### src/rtl/flappy_pkg.sv
// Shared Flappy Bird constants: FSM encoding, sprite/pipe geometry and score width.
package flappy_pkg;

    // Game FSM encoding, also exported on the State debug port.
    localparam int STATE_W = 2;
    localparam logic [STATE_W-1:0] ST_IDLE  = 2'b00;
    localparam logic [STATE_W-1:0] ST_PLAY  = 2'b01;
    localparam logic [STATE_W-1:0] ST_DYING = 2'b10;
    localparam logic [STATE_W-1:0] ST_OVER  = 2'b11;

    // Screen geometry shared with pipe, FlappyBird and vga_bitchange.
    localparam int COORD_W = 10;
    localparam int BIRD_W  = 20;
    localparam int BIRD_H  = 20;
    localparam int PIPE_W  = 50;
    localparam int GAP_H   = 120;
    localparam int FLOOR_Y = 470;

    // Four BCD digits.
    localparam int SCORE_W = 16;

    typedef logic [COORD_W-1:0] coord_t;
    // One extra bit so coordinate + size sums never wrap.
    typedef logic [COORD_W:0]   coordWide_t;
    typedef logic [SCORE_W-1:0] bcdScore_t;

endpackage

### src/rtl/flappy_game_ctrl_if.sv
// Signal bundle between the board/datapath side and the game controller.
//
// Signalling: there is no valid/ready handshake here. Start and Flap_Button
// are raw asynchronous levels; the controller synchronises them itself.
// Frame_Tick, Restart and Flap_Pulse are single-cycle strobes in the Clk
// domain that consumers act on in the cycle they are high; Run, Lost, Score,
// HiScore and State are registered levels.
interface flappy_game_ctrl_if;
    import flappy_pkg::*;

    logic                 Start;
    logic                 Flap_Button;
    coord_t               BirdX;
    coord_t               BirdY;
    coord_t               PipeX1;
    coord_t               PipeY1;
    coord_t               PipeX2;
    coord_t               PipeY2;

    logic                 Frame_Tick;
    logic                 Run;
    logic                 Restart;
    logic                 Flap_Pulse;
    logic                 Lost;
    bcdScore_t            Score;
    bcdScore_t            HiScore;
    logic [STATE_W-1:0]   State;

    // Board / datapath side.
    modport master (
        output Start, Flap_Button, BirdX, BirdY, PipeX1, PipeY1, PipeX2, PipeY2,
        input  Frame_Tick, Run, Restart, Flap_Pulse, Lost, Score, HiScore, State
    );

    // Game controller side.
    modport slave (
        input  Start, Flap_Button, BirdX, BirdY, PipeX1, PipeY1, PipeX2, PipeY2,
        output Frame_Tick, Run, Restart, Flap_Pulse, Lost, Score, HiScore, State
    );

endinterface

### src/rtl/flappy_game_ctrl_bcd_counter4.sv
// Four-digit BCD counter with synchronous clear, +1/+2 steps, saturating at 9999.
module bcd_counter4
    import flappy_pkg::*;
(
    input  logic      clk,
    input  logic      rstN,
    input  logic      clear,
    input  logic      inc1,
    input  logic      inc2,
    output bcdScore_t count
);

    bcdScore_t  countNext;
    logic [4:0] digitSum;
    logic [4:0] carry;

    // Ripple the step through the digits; a carry out of the thousands digit
    // means the value passed 9999, so pin it there.
    always_comb begin
        countNext = count;
        digitSum  = '0;
        carry     = inc2 ? 5'd2 : (inc1 ? 5'd1 : 5'd0);
        for (int i = 0; i < 4; i++) begin
            digitSum = {1'b0, count[4*i +: 4]} + carry;
            if (digitSum > 5'd9) begin
                countNext[4*i +: 4] = 4'(digitSum - 5'd10);
                carry               = 5'd1;
            end else begin
                countNext[4*i +: 4] = digitSum[3:0];
                carry               = 5'd0;
            end
        end
        if (carry != 5'd0) countNext = 16'h9999;
    end

    // Clear has priority over counting.
    always_ff @(posedge clk or negedge rstN) begin
        if (!rstN)      count <= '0;
        else if (clear) count <= '0;
        else            count <= countNext;
    end

endmodule

### src/rtl/flappy_game_ctrl.sv
// Flappy Bird game sequencer: frame tick, button conditioning, game FSM,
// collision detection and BCD score / high score.
module flappy_game_ctrl
    import flappy_pkg::*;
#(
    parameter int FRAME_DIV   = 1666667,
    parameter int DEATH_TICKS = 60
) (
    input  logic              Clk,
    input  logic              Reset,
    flappy_game_ctrl_if.slave bus
);

    localparam int FW = (FRAME_DIV > 1) ? $clog2(FRAME_DIV) : 1;
    localparam int DW = (DEATH_TICKS > 1) ? $clog2(DEATH_TICKS + 1) : 1;
    localparam logic [FW-1:0] FRAME_LAST = FW'(FRAME_DIV - 1);
    localparam logic [DW-1:0] DEATH_LOAD = DW'(DEATH_TICKS);

    logic [2:0]         startSync, flapSync;
    logic               startEdge, flapEdge;
    logic [FW-1:0]      frameCnt;
    logic               frameTick;
    logic [STATE_W-1:0] state, stateNext;
    logic [DW-1:0]      deathCnt, deathNext;
    logic [1:0]         passFlag;
    logic               passed1, passed2, newPass1, newPass2;
    logic               hit;
    logic               scoreTick, scoreClear, scoreInc1, scoreInc2;
    logic               runQ, restartQ, flapQ, lostQ;
    bcdScore_t          score, hiScore;

    // Bird overlaps pipe horizontally and is not inside the gap.
    function automatic logic pipeHit(input coord_t bx, by, px, py);
        coordWide_t birdRight, birdBottom, pipeRight, gapBottom;
        birdRight  = {1'b0, bx} + coordWide_t'(BIRD_W);
        birdBottom = {1'b0, by} + coordWide_t'(BIRD_H);
        pipeRight  = {1'b0, px} + coordWide_t'(PIPE_W);
        gapBottom  = {1'b0, py} + coordWide_t'(GAP_H);
        return (birdRight > {1'b0, px}) && ({1'b0, bx} < pipeRight) &&
               (({1'b0, by} < {1'b0, py}) || (birdBottom > gapBottom));
    endfunction

    // Pipe's right edge is at or left of the bird's left edge.
    function automatic logic pipePassed(input coord_t bx, px);
        return ({1'b0, px} + coordWide_t'(PIPE_W)) <= {1'b0, bx};
    endfunction

    // Two-flop synchroniser plus a third flop for rising-edge detection.
    always_ff @(posedge Clk or negedge Reset) begin
        if (!Reset) begin
            startSync <= '0;
            flapSync  <= '0;
        end else begin
            startSync <= {startSync[1:0], bus.Start};
            flapSync  <= {flapSync[1:0], bus.Flap_Button};
        end
    end

    assign startEdge = startSync[1] & ~startSync[2];
    assign flapEdge  = flapSync[1] & ~flapSync[2];

    // Free-running frame divider, active in every state.
    always_ff @(posedge Clk or negedge Reset) begin
        if (!Reset)                   frameCnt <= '0;
        else if (frameCnt == FRAME_LAST) frameCnt <= '0;
        else                          frameCnt <= frameCnt + FW'(1);
    end

    assign frameTick = (frameCnt == FRAME_LAST);

    assign hit = pipeHit(bus.BirdX, bus.BirdY, bus.PipeX1, bus.PipeY1) ||
                 pipeHit(bus.BirdX, bus.BirdY, bus.PipeX2, bus.PipeY2) ||
                 (({1'b0, bus.BirdY} + coordWide_t'(BIRD_H)) > coordWide_t'(FLOOR_Y));

    assign passed1    = pipePassed(bus.BirdX, bus.PipeX1);
    assign passed2    = pipePassed(bus.BirdX, bus.PipeX2);
    assign scoreTick  = frameTick && (state == ST_PLAY);
    assign newPass1   = passed1 && !passFlag[0];
    assign newPass2   = passed2 && !passFlag[1];
    assign scoreClear = (state == ST_IDLE) && startEdge;
    assign scoreInc1  = scoreTick && (newPass1 ^ newPass2);
    assign scoreInc2  = scoreTick && newPass1 && newPass2;

    // Pass flags track "already scored" per pipe; they drop once the pipe respawns.
    always_ff @(posedge Clk or negedge Reset) begin
        if (!Reset)          passFlag <= '0;
        else if (scoreClear) passFlag <= '0;
        else if (scoreTick)  passFlag <= {passed2, passed1};
    end

    bcd_counter4 uScore (
        .clk   (Clk),
        .rstN  (Reset),
        .clear (scoreClear),
        .inc1  (scoreInc1),
        .inc2  (scoreInc2),
        .count (score)
    );

    // Game FSM next-state and death countdown.
    always_comb begin
        stateNext = state;
        deathNext = deathCnt;
        case (state)
            ST_IDLE:  if (startEdge) stateNext = ST_PLAY;
            ST_PLAY:  if (frameTick && hit) begin
                          stateNext = ST_DYING;
                          deathNext = DEATH_LOAD;
                      end
            ST_DYING: if (frameTick) begin
                          if (deathCnt <= DW'(1)) begin
                              stateNext = ST_OVER;
                              deathNext = '0;
                          end else begin
                              deathNext = deathCnt - DW'(1);
                          end
                      end
            ST_OVER:  if (startEdge) stateNext = ST_IDLE;
            default:  stateNext = ST_IDLE;
        endcase
    end

    // State, registered control outputs and high score capture on entry to OVER.
    always_ff @(posedge Clk or negedge Reset) begin
        if (!Reset) begin
            state    <= ST_IDLE;
            deathCnt <= '0;
            runQ     <= 1'b0;
            restartQ <= 1'b0;
            flapQ    <= 1'b0;
            lostQ    <= 1'b0;
            hiScore  <= '0;
        end else begin
            state    <= stateNext;
            deathCnt <= deathNext;
            runQ     <= (stateNext == ST_PLAY);
            restartQ <= scoreClear;
            flapQ    <= (state == ST_PLAY) && flapEdge;
            lostQ    <= (stateNext == ST_OVER);
            if ((state == ST_DYING) && (stateNext == ST_OVER) && (score > hiScore))
                hiScore <= score;
        end
    end

    assign bus.Frame_Tick = frameTick;
    assign bus.Run        = runQ;
    assign bus.Restart    = restartQ;
    assign bus.Flap_Pulse = flapQ;
    assign bus.Lost       = lostQ;
    assign bus.Score      = score;
    assign bus.HiScore    = hiScore;
    assign bus.State      = state;

endmodule

### src/flat_wrapper.sv
// flat-port wrapper written by rule: the top's interface ports become plain ports
module flappy_game_ctrl_flat import flappy_pkg::*;
#(
    parameter int FRAME_DIV   = 1666667,
    parameter int DEATH_TICKS = 60
)
  (Clk, Reset, bus_Start, bus_Flap_Button, bus_BirdX, bus_BirdY, bus_PipeX1, bus_PipeY1, bus_PipeX2, bus_PipeY2, bus_Frame_Tick, bus_Run, bus_Restart, bus_Flap_Pulse, bus_Lost, bus_Score, bus_HiScore, bus_State);
  flappy_game_ctrl_if bus_i ();
  input  logic Clk;
  input  logic Reset;
  input wire logic [$bits(bus_i.Start)-1:0] bus_Start;
  input wire logic [$bits(bus_i.Flap_Button)-1:0] bus_Flap_Button;
  input wire logic [$bits(bus_i.BirdX)-1:0] bus_BirdX;
  input wire logic [$bits(bus_i.BirdY)-1:0] bus_BirdY;
  input wire logic [$bits(bus_i.PipeX1)-1:0] bus_PipeX1;
  input wire logic [$bits(bus_i.PipeY1)-1:0] bus_PipeY1;
  input wire logic [$bits(bus_i.PipeX2)-1:0] bus_PipeX2;
  input wire logic [$bits(bus_i.PipeY2)-1:0] bus_PipeY2;
  output wire logic [$bits(bus_i.Frame_Tick)-1:0] bus_Frame_Tick;
  output wire logic [$bits(bus_i.Run)-1:0] bus_Run;
  output wire logic [$bits(bus_i.Restart)-1:0] bus_Restart;
  output wire logic [$bits(bus_i.Flap_Pulse)-1:0] bus_Flap_Pulse;
  output wire logic [$bits(bus_i.Lost)-1:0] bus_Lost;
  output wire logic [$bits(bus_i.Score)-1:0] bus_Score;
  output wire logic [$bits(bus_i.HiScore)-1:0] bus_HiScore;
  output wire logic [$bits(bus_i.State)-1:0] bus_State;
  assign bus_i.Start = bus_Start;
  assign bus_i.Flap_Button = bus_Flap_Button;
  assign bus_i.BirdX = bus_BirdX;
  assign bus_i.BirdY = bus_BirdY;
  assign bus_i.PipeX1 = bus_PipeX1;
  assign bus_i.PipeY1 = bus_PipeY1;
  assign bus_i.PipeX2 = bus_PipeX2;
  assign bus_i.PipeY2 = bus_PipeY2;
  assign bus_Frame_Tick = bus_i.Frame_Tick;
  assign bus_Run = bus_i.Run;
  assign bus_Restart = bus_i.Restart;
  assign bus_Flap_Pulse = bus_i.Flap_Pulse;
  assign bus_Lost = bus_i.Lost;
  assign bus_Score = bus_i.Score;
  assign bus_HiScore = bus_i.HiScore;
  assign bus_State = bus_i.State;
  flappy_game_ctrl #(.FRAME_DIV(FRAME_DIV), .DEATH_TICKS(DEATH_TICKS)) u_core (.Clk(Clk), .Reset(Reset), .bus(bus_i));
endmodule
### config.mk
export PLATFORM = sky130hd
export DESIGN_NAME = flappy_game_ctrl_flat
export DESIGN_NICKNAME = d
export VERILOG_FILES = /design/src/rtl/flappy_pkg.sv /design/src/rtl/flappy_game_ctrl_if.sv /design/src/rtl/flappy_game_ctrl_bcd_counter4.sv /design/src/rtl/flappy_game_ctrl.sv /design/src/flat_wrapper.sv
export SDC_FILE = /design/constraint.sdc
export NUM_CORES = 1
export LEC_CHECK = 0
export ABC_AREA = 1
export CAP_MARGIN = 20
export CORE_UTILIZATION = 57
export CTS_BUF_LIST = sky130_fd_sc_hd__clkbuf_2
export CTS_CLUSTER_DIAMETER = 120
export DETAILED_ROUTE_END_ITERATION = 7
export PLACE_DENSITY = 0.83
export SYNTH_ARGS = -nofsm -noshare
export SYNTH_HDL_FRONTEND = slang
export SYNTH_HIERARCHICAL = 1
export SYNTH_SLANG_ARGS = --single-unit
### constraint.sdc
create_clock -name Clk -period 8 [get_ports Clk]
set_input_delay 1.2 -clock Clk [delete_from_list [all_inputs] [get_ports Clk]]
set_output_delay 1.2 -clock Clk [all_outputs]
set_load 0.01 [all_outputs]
==> key figures <==
Synthesis
  • Synth Instances: 968
  • Seq/Total Area, Yosys: 25.72%
  • Post-synth EDFFs: 0
  • Post-Synthesis Cell Area: 7102 sq um
  • Post-synth cell types: 42
  • Top FF cell, synth: dfrtp_1
  • Yosys warns: 6
  • Post-synth top area share: about a quarter
  • Flops & latches, synth: 73
  • Syn Nets: 1145
  • Async S/R FF share, synth: 100.0%
  • Area leader, netlist: dfrtp_1
  • Mean Syn Cell Area: 7.337 sq um
  • Area contributors post-synth: dfrtp_1, ha_1, nand2_1

Timing
  • Max Clock Skew: 0.02131 ns
  • Hold Vio Cnt, Final: 0
  • Slew headroom: between 30% and 40%
  • Setup WS post-layout: 0.5543 ns
  • Max-slew violations: 0
  • Period utilisation layout: 93.07%
  • Final setup viols: 0
  • Max frequency: 0.1343 GHz
  • RSZ-0062 raised after global routing: false
  • Hold_ws: approximately 0.37 ns
  • Final min period: 7.446 ns
  • Transition time of the tightest slew-check pin: 0.9058 ns

Route
  • ANT nets after route: 0
  • M1 WL: 7296 um
  • Uppermost routed layer: met4
  • Wire length on met3: 748 um
  • Met2 WL: 7128 um
  • Post-Route WL: 15330 um
  • Drt wl/cell: ~12 um
  • Vias per cell: 5.174
  • Drt pass-1 iters: 5
  • Drt first-iter violations: 310
  • DRC Markers: 0
  • Via Count: 6493

Clock tree
  • CTS Buf Count: 9
  • Root Buffer Master: clkbuf_2
  • Clock Path Buffers: 2
  • TritonCTS clock tree: done
  • CTS H-tree depth: 3
  • Clock Sinks: between 70 and 80
  • Cts hold-fix bufs: 0
  • Latest clock arrival within the worst-skew pair: a little over 0.5 ns
  • Clk pin slew, worst setup/hold paths: 0.17 ns

Floorplan
  • Die footprint: 12910 sq um
  • IO Count: 103
  • Die Wd: 113.6 um
  • Starting Density: 58.88%
  • Row count: 40
  • Die Height: 113.6 um
  • CORE AREA: 12060 sq um

Critical path
  • CP max stage cell: fa_1
  • Data required, critical path: between 8 and 9 ns
  • Worst-path fanout max: 7
  • WP data arrival: a little under 8 ns
  • CP peak stage delay: ~0.5 ns
  • Worst Setup Path Type: input port to register
  • Critical path launch point type: input port
  • Worst path bufs/invs: 8
  • CP top delay family: adder cells
  • CP most frequent cell: nand2_1
  • Nature of the critical path endpoint: register

Global route
  • Tot GR Track Use: 25.39%
  • Largest net degree at the start of global routing: 74
  • Vias in the first global route: about 6k
  • GRT overflow: 0
  • Initial antenna violation count: 0
  • First-pass GRT wire length: 26720 um

Finish
  • Commonest non-fill, non-tap cell in the layout: nand2_1
  • # nets final: 1259
  • Most frequent cells in the layout: nand2_1, inv_1, ha_1
  • Layout cells sized above 1: 9.200%
  • FF/Latch Area: roughly 1800 sq um
  • Syn-to-layout area delta: 18.90%
  • # fillers: ~1.0k
  • Area of the multi-input gates: 4578 sq um
  • Ant. Diodes: 0

Place
  • DP HPWL: 12620 um
  • Placer congestion estimate: 0.8953
  • IO Port Bufs: a little over 100
  • Post-Place Worst Slack: -0.2221 ns

Run
  • MaxCap Viol Count: 0

Power
  • Power per cell area: 133.0 nW/um^2
  • Design Power: 0.001123 W
  • Worst IR Drop VDD: 0.1231 mV
  • Pleak: 4.367 nW

Run status
  • Status: finished, final reports clean

Hold path
  • Hold crit path type: register to register
flip-flops by register name, indices dropped and copies added, names as in the netlist:
name                   flops
u_core/bus.Run             1
u_core/bus.Restart         1
u_core/bus.State           2
u_core/flapSync            3
u_core/bus.Flap_Pulse      1
u_core/bus.HiScore        16
u_core/frameCnt           21
u_core/deathCnt            6
u_core/passFlag            2
u_core/startSync           3
u_core/uScore/count       16
u_core/bus.Lost            1
power by group:
part           internal, W  switching [W]
Sequential        0.000408      0.0000363
Combinational     0.000242       0.000282
Clock            0.0000372       0.000118
synthesized netlist by cell type, drive strengths merged, types with 6 or more instances:
master and n:
a21oi 66, dfrtp 73, nand2 186, xor2 31
xnor2 7, nand3 59, nand4 33, buf 6
inv 182, o21ai 35, ha 112, nor3 19
o211ai 6, nor4 6, nor2 120
worst register-to-register path: cells and delay by family, from the launching register on:
kind	cells	cell delay, ns
flip-flops	1	0.46
XOR/XNOR	2	0.37
AND/OR/NAND/NOR	19	2.50
adder cells (fa/ha/maj)	9	2.14
buffers and inverters	7	0.59
layout make-up:
type | instances | share of cell area, %
repair buffers | 109 | 12.68
well taps | 168 | 2.489
flip-flops and latches | 73 | 21.63
inverters | 182 | 8.090
clock inverters | 6 | 0.2963
clock buffers | 10 | 0.5927
multi-input cells | 707 | 54.22
worst paths after layout:
check	cells past startpoint	end	slack (ns)	from
max	48	u_core/uScore/count[5]	0.55	bus_PipeX1[1]
min	0	u_core/flapSync[1]	0.37	u_core/flapSync[0]
max reg2reg	37	u_core/uScore/count[5]	1.91	u_core/frameCnt[0]
min reg2reg	0	u_core/flapSync[1]	0.37	u_core/flapSync[0]
max in group asynchronous	1	u_core/startSync[0]	6.62	Reset
min in group asynchronous	1	u_core/bus.HiScore[4]	0.78	Reset
logic make-up (layout without fill, tap and decap cells):
kind of cell / after synthesis / count (layout) / synth area share (%)
buf+inv: 188 / 307 / 10.46
compound gates: 123 / 123 / 10.52
simple gates: 433 / 433 / 28.59
flops: 73 / 73 / 25.72
xor+xnor: 38 / 38 / 4.686
fa+ha+maj: 113 / 113 / 20.01
through the flow:
| stage | TNS, ns | utilization [%] | cell area, sq um | std cells |
|---|---|---|---|---|
| 2_1_floorplan | 0 | - | 7102 | 968 |
| 3_3_place_gp | 0 | 69.00 | 8323 | 1239 |
| 3_5_place_dp | -1.519 | 69.00 | 8323 | 1239 |
| 4_1_cts | 0 | 69.63 | 8398 | 1255 |
| 5_1_grt | 0 | 70.01 | 8444 | 1255 |
| 6_report | 0 | 70.01 | 8444 | 1255 |
layer usage:
layer  up-vias  GRT usage, %
met5         -             0
met4         0         4.825
met3        19         4.729
met2       150         42.93
met1      2928         34.10
li1       3396             -
timing repair:
action / CTS / global route
gates resized for setup: 0 / 12
buffers inserted: 0 / 0
setup endpoints to repair: 0 / 11
Note: power is estimated with default switching activity, not from simulation.
